## config.mk

```make
export PLATFORM = sky130hd
export DESIGN_NAME = aes_block_tx
export DESIGN_NICKNAME = d
export VERILOG_FILES = /design/src/rtl/aes_block_tx.sv
export SDC_FILE = /design/constraint.sdc
export NUM_CORES = 1
export LEC_CHECK = 0
export ABC_CLOCK_PERIOD_IN_PS = 4700
export CORE_UTILIZATION = 40
export DETAILED_ROUTE_END_ITERATION = 6
export PLACE_DENSITY = 0.68
export SLEW_MARGIN = 20
export SYNTH_ARGS = -nofsm -noshare
export SYNTH_HDL_FRONTEND = slang
export SYNTH_SLANG_ARGS = --single-unit
```

## constraint.sdc

```tcl
create_clock -name CLK10MHZ -period 4.7 [get_ports CLK10MHZ]
set_input_delay 1.41 -clock CLK10MHZ [delete_from_list [all_inputs] [get_ports CLK10MHZ]]
set_output_delay 1.41 -clock CLK10MHZ [all_outputs]
set_load 0.02 [all_outputs]
```

## src/rtl/aes_block_tx.sv

```systemverilog
// aes_block_tx: serialises one finished 128-bit ciphertext block as 16
// bytes into uart_tx, with a fixed inter-byte gap and a stall timeout.
module aes_block_tx #(
    parameter int GAP_CLKS     = 100,
    parameter int TIMEOUT_CLKS = 2048
) (
    input  logic         CLK10MHZ,
    input  logic         reset_n,
    input  logic         blk_valid,
    input  logic [0:127] blk_data,
    output logic         blk_ready,
    output logic         tx_dv,
    output logic [7:0]   tx_byte,
    input  logic         tx_done,
    output logic         busy,
    output logic [3:0]   byte_idx,
    output logic         done,
    output logic         err
);

    // A zero gap still spends one cycle in GAP so tx_dv never repeats.
    localparam int GAP_LEN = (GAP_CLKS < 1) ? 1 : GAP_CLKS;
    localparam int TW      = $clog2(TIMEOUT_CLKS + 1);
    localparam int GW      = $clog2(GAP_LEN + 1);

    localparam logic [TW-1:0] TO_LAST  = TW'(TIMEOUT_CLKS - 1);
    localparam logic [GW-1:0] GAP_LAST = GW'(GAP_LEN - 1);

    typedef enum logic [1:0] {
        S_IDLE,
        S_SEND,
        S_WAIT,
        S_GAP
    } state_t;

    state_t        state_q, state_d;
    logic [0:127]  hold_q, hold_d;
    logic [3:0]    idx_q, idx_d;
    logic [TW-1:0] tcnt_q, tcnt_d;
    logic [GW-1:0] gcnt_q, gcnt_d;
    logic          dv_q, dv_d;
    logic [7:0]    byte_q, byte_d;
    logic          done_q, done_d;
    logic          err_q, err_d;

    assign blk_ready = (state_q == S_IDLE);
    assign busy      = (state_q != S_IDLE);
    assign tx_dv     = dv_q;
    assign tx_byte   = byte_q;
    assign byte_idx  = idx_q;
    assign done      = done_q;
    assign err       = err_q;

    // Next-state logic; the byte register is loaded on every entry to SEND.
    always_comb begin
        state_d = state_q;
        hold_d  = hold_q;
        idx_d   = idx_q;
        tcnt_d  = tcnt_q;
        gcnt_d  = gcnt_q;
        done_d  = 1'b0;
        err_d   = 1'b0;
        dv_d    = 1'b0;
        byte_d  = byte_q;

        unique case (state_q)
            S_IDLE: begin
                if (blk_valid) begin
                    hold_d  = blk_data;
                    idx_d   = 4'd0;
                    state_d = S_SEND;
                end
            end
            S_SEND: begin
                tcnt_d  = '0;
                state_d = S_WAIT;
            end
            S_WAIT: begin
                tcnt_d = tcnt_q + TW'(1);
                if (tx_done) begin
                    gcnt_d  = '0;
                    state_d = S_GAP;
                end else if (tcnt_q == TO_LAST) begin
                    err_d   = 1'b1;
                    state_d = S_IDLE;
                end
            end
            S_GAP: begin
                gcnt_d = gcnt_q + GW'(1);
                if (gcnt_q == GAP_LAST) begin
                    if (idx_q == 4'd15) begin
                        done_d  = 1'b1;
                        state_d = S_IDLE;
                    end else begin
                        idx_d   = idx_q + 4'd1;
                        state_d = S_SEND;
                    end
                end
            end
            default: state_d = S_IDLE;
        endcase

        if (state_d == S_SEND) begin
            dv_d   = 1'b1;
            byte_d = hold_d[{idx_d, 3'b000} +: 8];
        end
    end

    // State and registered outputs; reset discards any partial block.
    always_ff @(posedge CLK10MHZ or negedge reset_n) begin
        if (!reset_n) begin
            state_q <= S_IDLE;
            hold_q  <= '0;
            idx_q   <= 4'd0;
            tcnt_q  <= '0;
            gcnt_q  <= '0;
            dv_q    <= 1'b0;
            byte_q  <= 8'h00;
            done_q  <= 1'b0;
            err_q   <= 1'b0;
        end else begin
            state_q <= state_d;
            hold_q  <= hold_d;
            idx_q   <= idx_d;
            tcnt_q  <= tcnt_d;
            gcnt_q  <= gcnt_d;
            dv_q    <= dv_d;
            byte_q  <= byte_d;
            done_q  <= done_d;
            err_q   <= err_d;
        end
    end

endmodule

```

==> results.ini <==
[power]
internal-power_w = 0.00387
pwr-share-comb_pct = 37.8
power_frac_seq_pct = 38.1
ir_drop_mv = 0.326
switching_share_pct = 33.2
power.leakage_nw = 4.05
power_density_nw_per_um2 = 574
p_switching_w = 0.00193
clkPwrFrac_pct = 24.1

[outcome]
status = complete, no violations

[sta]
maxSlewViolCount = 0
finalCriticalPeriod_ns = 3.95
slew_headroom_pct = 46.6
rsz0062_at_grt = no
skew_ns = 0.0145
setup_viol = 0
max_freq_mhz = 253
setup_tns_ns = 0
tightest_slew_ns = 0.780
fin_crit_sh_pct = 84.1
hold_violations = 0

[setup_path]
worstPathRequired_ns = 5.06
crit_path_end_kind = flop
critPathMaxFanout = 65
cp-start-kind = input port
crit_arrival_ns = 4.32
critical_path_class = input port to flop

[global_route]
met2_usage_pct = 33.6
grt_pass1_wl_microns = 30900
grt_max_degree = 107
grt_util_met1_pct = 27.3
grt_usage_pct = 20.7
met3_usage_pct = 4.79
grt_busiest_layer = met2
antenna_found_initial = 0
first_global_vias = 5578
grt.overflow.total = 0

[yosys]
synth_top_flop_cell = dfrtp_1
avgSynthCellArea_sq_um = 13.1
yosysTopAreaCellShare_pct = 52.9
yosys.area.top_type = dfrtp_1
synth_cells = 594
synthTopCellsByArea = dfrtp_1 (53%), mux2_2 (19%), mux2i_1 (8.5%)
yosysSeqAreaShare_pct = 52.9
syn_area_sq_um = 7760
async_flop_share_pct = 100
synth_nets = 732
yosysWarnings = 0
synth_edf_count = 0
synth_seq_cells = 164
yosys.cell_types.count = 56

[routing]
route.detailed.drc = 0
drt_pass1_iterations = 5
drt_iter0_markers = 297
vias = 5293
drt_wl_total_microns = 20000
ant_nets = 0
vias_per_cell = 5.23
wl_per_cell_microns = 19.7

[clock_tree]
cts_resized = 0
h-tree-depth = 4
insertion_delay_ns = 0.44
cts_num_sinks = 164
cts_buffers = 17
cts_tree = yes
ctsHoldBuffers = 0
clk_pin_slew_ns = 0.07
cts_buffer_depth = 2
cts_root_buf = clkbuf_16
cts_setup_buffers = 0

[floorplanning]
die_area_sq_um = 20000
rows = 50
coreArea_sq_um = 18800
ioPinCount = 149
die_w_microns = 141
fp.dieH_microns = 141
initial_core_util_pct = 41.2

[final_layout]
num-fill-cells = 1572
post-route-util_pct = 53.7
syn_to_final_growth_pct = 30.4
n_antenna_cell = 0
drive_above_1_share_pct = 23.9
nets = 878
final_cells = 1013

[place]
dp_hpwl_microns = 14400
dp_cells = 980
io_buffers = 148
gp_congestion = 0.882

[worst_hold_path]
worstHoldPathType = flop to flop

[job]
maxCapViolations = 0

cells in the final DEF (no fill, tap or decap), drive strengths merged, types with 17 or more instances in the layout:
cell,instances
a22oi,17
clkbuf,17
clkdlybuf4s50,147
dfrtp,164
inv,18
mux2,128
mux2i,66
nand2,27
nor2,22
nor3b,24
cells by family (layout without fill, tap and decap cells):
family	after synthesis	count (layout)	share of synthesized area (%)
muxes	194	194	27.1
adders and majority gates	6	6	0.968
AOI/OAI and AO/OA	71	71	7.05
buffers and inverters	39	198	2.77
xor gates and xnor gates	6	6	0.678
and+or+nand+nor	114	114	8.53
DFF	164	164	52.9
metrics by stage:
step / cell area (sq um) / hold WS (ns) / power (W) / setup WS [ns]
finish: 10100 / 0.495 / 0.00580 / 0.747
global route: 10100 / 0.507 / 0.00614 / 0.555
CTS: 10100 / 0.497 / 0.00585 / 0.773
detailed placement: 9490 / 0.481 / 0.00444 / 0.331
global placement: 9490 / 0.478 / 0.00435 / 0.292
floorplan: 7760 / 0.470 / 0.00367 / 1.59
flip-flops by register name (all words and copies together), names as in the netlist:
signal    count
done          1
tx_byte       8
byte_idx      4
gcnt_q        7
hold_q      128
tcnt_q       12
err           1
tx_dv         1
state_q       2
Yosys cell counts, types with 3 or more instances:
master and n:
nor3b_1 24, inv_1 8, a21oi_1 3, clkbuf_1 3, nand2_1 27, buf_4 5
ha_1 6, dfrtp_1 164, nor2b_1 3, nor4_2 3, o21ai_0 12, a2111oi_0 8
a22o_1 5, mux2_2 128, a22oi_1 17, xnor2_1 3, a31oi_1 3, xor2_1 3
nand3_1 6, a41o_1 8, nand4_1 3, nor2_1 22, buf_2 16, and2_1 9
mux2i_1 66, or3_1 3
final timing paths:
check	slack [ns]	start	cells after the start	end
setup reg to reg	1.17	state_q[0]	9	tx_byte[4]
min in group asynchronous	0.84	reset_n	1	hold_q[22]
hold / removal	0.50	hold_q[11]	1	hold_q[11]
setup / recovery	0.75	blk_valid	8	tx_byte[4]
max in group asynchronous	3.16	reset_n	2	hold_q[105]
hold reg to reg	0.50	hold_q[11]	1	hold_q[11]
final cells by class:
| class | count | area [sq um] | area share (%) |
|---|---|---|---|
| clock buffer | 17 | 425 | 4.21 |
| inverter | 11 | 41.3 | 0.408 |
| tap | 260 | 325 | 3.22 |
| sequential | 164 | 4100 | 40.6 |
| clock inverter | 15 | 166 | 1.65 |
| timing repair buffer | 155 | 1590 | 15.8 |
| multi-input combinational | 391 | 3460 | 34.2 |
per-layer routing:
layer / vias up / share of wire, %
li1: 2483 / -
met5: - / 0
met2: 143 / 49
met1: 2644 / 45
met4: 0 / 1.6
met3: 23 / 5.1
power by group through the flow:
| stage | combinational (W) | sequential, W | clock (W) |
|---|---|---|---|
| finish | 0.00219 | 0.00221 | 0.00140 |
| global route | 0.00238 | 0.00228 | 0.00149 |
| CTS | 0.00221 | 0.00221 | 0.00142 |
| detailed placement | 0.00220 | 0.00224 | 0 |
| global placement | 0.00215 | 0.00221 | 0 |
| floorplan | 0.00146 | 0.00222 | 0 |
critical path: stages:
cell             delay [ns]
clkdlybuf4s50_1        0.49
nor2b_1                0.21
o21ai_0                0.16
a221oi_4               0.30
buf_12                 0.41
mux2i_1                0.23
a2111oi_0              0.77
a41o_1                 0.27
Note: power is estimated with default switching activity, not from simulation.
==> variant 1 (same settings) <==
One comparison of `gcnt_q` changes from == to >=.
--- a/src/rtl/aes_block_tx.sv
+++ b/src/rtl/aes_block_tx.sv
@@ -88,5 +88,5 @@
             S_GAP: begin
                 gcnt_d = gcnt_q + GW'(1);
-                if (gcnt_q == GAP_LAST) begin
+                if (gcnt_q >= GAP_LAST) begin
                     if (idx_q == 4'd15) begin
                         done_d  = 1'b1;
Formal check against the unedited RTL: same outputs for any inputs over 10 cycles, from zero or initial values and one cycle with reset_n low; that may be too few to reach the edited logic, so the function may still have changed.
==> variant 1 against the unedited design <==
Highest routed layer unchanged; sequential cell count is the same; setup slack improved by 0.12 ns; routed wire length down 2.2%; area after synthesis is 0.34% higher; fmax rose by 3.0%; first-iteration DRC count is 13% higher; final area about the same.
Power is not compared: it rests on default switching activity, and its combinational part moved more than twofold at a synthesized area within 25%.
==> variant 1: results <==
[clock_tree]
cts_max_level = 4
clkTransAtPathRegs_ns = 0.06
insertion_delay_ns = 0.43
cts-resized-gates = 0
hold_buffers = 0
post_cts_buffers = 0
clock_path_buffers = 2
root_buffer = clkbuf_16
numCtsBuffers = 17

[final_layout]
syn2layout_area_growth_pct = 29.79
largest_register_ffs = 128
drive_gt1_share_pct = 23.23
fin_nets = 944
largest_register = hold_q

[setup_path]
path_max_fanout = 44
cp_slowest_cell = clkdlybuf4s50_1
worst_ep_arrival_time_ns = 4.17
r2r_start = state_q[0]
cp-startpoint = blk_valid
path_delay_family = buffers and inverters
cp_slowest_stage_delay_ns = 0.55

[synth]
yosys_warnings = 0
yosys.cell_types.count = 53
async_flop_share_pct = 100.0
synth-main-ff-cell = dfrtp_1
ys_seq_area_share_pct = 52.72
avgSynthCellArea_um2 = 11.74
synthTopCellsByArea = dfrtp_1 (53%), mux2_2 (19%), nor2_1 (5.1%), nor3_1 (2.9%), mux2i_1 (1.9%)
synthTopCellsByCount = dfrtp_1 (164), mux2_2 (131), nor2_1 (105)
syn_nets = 801

[min_path]
hp-class = flop to flop
min_from = tx_byte[2]

[timing]
clock_skew_ns = 0.006257
max-slew-margin-rel_pct = 49.42

[status]
outcome = finished clean

[global_route]
track_usage_pct = 20.77
grt_pass1_wl_um = 31260
grt_max_degree = 89
antenna_found_initial = 1
first_global_vias = 5769

[placement]
dp.cells = 1047
placed_area_um2 = 9535
dp_hpwl_um = 13890
pre_cts_ws_ns = 0.4054
place_congestion = 0.8431
portBuffers = 148

[routing]
drt_pass1_iterations = 5
viasPerCell = 5.239
drt_iter0_drc = 335
vias = 5653
wl_per_cell_um = 18.11

[power]
p_leak_nw = 4.611
ir_drop_mv = 0.2566
==> variant 1: cell types whose count changed in the layout (fill, tap and decap cells not counted), moves of 6 or more <==
cell,unedited run,this run
a2111oi_0,8,0
a22oi_1,17,0
a32o_1,1,8
a41o_1,8,0
and2_1,9,2
buf_4,3,9
mux2i_1,66,15
nor2_1,22,105
nor3_1,1,45
nor3b_1,24,0
o41ai_2,0,7
or3_1,3,16
==> variant 1: cells by family after synthesis <==
kind of cell,synth area share [%]
buffers and inverters,3.054
AND/OR/NAND/NOR,13.31
adder cells (fa/ha/maj),0.9644
flip-flops,52.72
multiplexers,22.47
AO/OA/AOI/OAI,6.687
XOR/XNOR,0.7877
==> variant 1: layer usage <==
layer	share of wire [%]	wire length, um	track usage [%]	up-vias
li1	-	-	-	2639
met1	46	9041	28.66	2791
met2	46	8925	32.07	191
met3	5.8	1127	4.016	32
met4	2.3	451	8.772	0
met5	0	0	0	-
==> variant 1: power breakdown <==
part / switching (mW) / internal (mW)
clock network: 0.557 / 0.780
logic: 0.0624 / 0.102
registers: 0.000863 / 1.41
total: 0.620 / 2.29
==> variant 1: tightest hold or removal path, stage by stage (launching register included) <==
cell and delay, ns:
dfrtp_1 0.34, nand2_1 0.06, o41ai_2 0.05
==> variant 1: cell type report <==
cell class,instances,area (um^2)
fill,1687,8791
sequential,164,4104
multi-input combinational,451,3450
timing repair buffer,160,1610
clock buffer,23,488.0
tap,260,325.3
clock inverter,8,76.32
inverter,12,46.29
antenna,1,2.502
==> variant 1: worst paths after layout <==
kind	to	depth (start not counted)	slack, ns
min in group asynchronous	hold_q[36]	1	1.00
min	tx_byte[2]	2	0.48
max reg2reg	tx_byte[5]	10	1.13
min reg2reg	tx_byte[2]	2	0.48
max in group asynchronous	gcnt_q[3]	2	2.76
max	tx_byte[0]	9	0.86
==> variant 2 (config.mk and constraints unchanged) <==
Made on the original files. Change the parameter `GAP_CLKS` from 100 to 50.
--- a/src/rtl/aes_block_tx.sv
+++ b/src/rtl/aes_block_tx.sv
@@ -2,5 +2,5 @@
 // bytes into uart_tx, with a fixed inter-byte gap and a stall timeout.
 module aes_block_tx #(
-    parameter int GAP_CLKS     = 100,
+    parameter int GAP_CLKS     = 50,
     parameter int TIMEOUT_CLKS = 2048
 ) (
Function: no difference found for any inputs over 10 cycles, from zero or initial values and one cycle with reset_n low; that may be too few to reach the edited logic, so the function may still have changed.
==> variant 2 against the unedited design <==
Setup slack improved by 0.0031 ns; sequential cell count is 1 lower; routed wire length decreased by 3.9%; total power shrank 1.4%; final area fell by 0.27%; area after synthesis fell by 0.15%; hold slack got worse by 0.0031 ns; highest routed layer is now met5; fmax is essentially flat; combinational power is 2% lower.
==> variant 2: results <==
[power]
pwr_density_cell_nw_per_um2 = 567.4
pwr-share-clk_pct = 23.6
p_switching_mw = 1.836
ir_drop_mv = 0.2702
combPwrFrac_pct = 37.4

[final_layout]
clkbuf_count = 21
clock_cell_area_share_pct = 5.782
design.seq.count = 163
multi_input_area_share_pct = 33.96
fin_nets = 889
bufAreaShareNonClock_pct = 15.77
fillers = 1610
nNonClkInverters = 18
seqCellArea_um2 = 4079
multi_input_area_um2 = 3425
nNonClkBuffers = 159

[global_route]
grt_pass1_wl_um = 30700
first_global_vias = 5763
grt_max_degree = 88
track_usage_pct = 20.37
antenna_found_initial = 2

[timing]
fin_crit_ns = 3.950
hold_ws_ns = 0.4924
clock_skew_ns = 0.009959
max-slew-margin-rel_pct = 46.42

[setup_path]
path_max_fanout = 37
reg2regPathDepth = 10
cp_slowest_cell = clkdlybuf4s50_1
worst_ep_arrival_time_ns = 4.30
crit_end = tx_byte[2]
cp_slowest_stage_delay_ns = 0.53
reg2reg_slack_ns = 1.22

[synth]
synthTopCellsByArea = dfrtp_1 (53%), mux2_2 (19%), mux2i_1 (7.2%), nand2_1 (1.6%), o21ai_0 (1.4%)
syn_nets = 739
synthTopCellsByCount = dfrtp_1 (163), mux2_2 (129), mux2i_1 (56)
yosys.cell_types.count = 61
synthCells = 600
ys_seq_area_share_pct = 52.66

[placement]
dp.cells = 991
dp_hpwl_um = 14080
pre_cts_ws_ns = 0.3613
place_congestion = 0.8485
placed_area_um2 = 9499

[routing]
viasPerCell = 5.246
vias = 5372
drt_pass1_iterations = 4
drt_iter0_drc = 335
routed_wl_um = 19210

[clock_tree]
insertion_delay_ns = 0.42
post_cts_buffers = 0

[floorplanning]
die_area_um2 = 19930

[min_path]
min_from = hold_q[109]
min_to = hold_q[109]

[status]
outcome = finished clean
-- variant 2: cell count changes in the layout (fill, tap and decap cells not counted), moves of 8 or more --
cell / unedited run / this run
nor3b_1: 24 / 1
mux2i_1: 66 / 56
o21ai_0: 12 / 21
a2111oi_0: 8 / 0
nand3_1: 6 / 14
nor2_1: 22 / 14
-- variant 2: cell families (layout without fill, tap and decap cells) --
kind of cell,Yosys count,in the layout,synth area share (%)
adders and majority gates,7,7,1.131
muxes,186,186,26.13
AOI/OAI and AO/OA,87,87,8.545
buffers and inverters,46,209,3.230
other,0,1,0
DFF,163,163,52.66
xor gates and xnor gates,4,4,0.4524
and+or+nand+nor,107,107,7.850
-- variant 2: per-layer routing --
metal	part of all wire (%)	routed length, um	track usage, %	vias to the layer above
met5	0.12	23	0	-
met4	1.5	292	6.236	4
met3	6.0	1150	5.401	25
met2	47	8951	31.87	170
met1	46	8792	27.63	2671
li1	-	-	-	2502
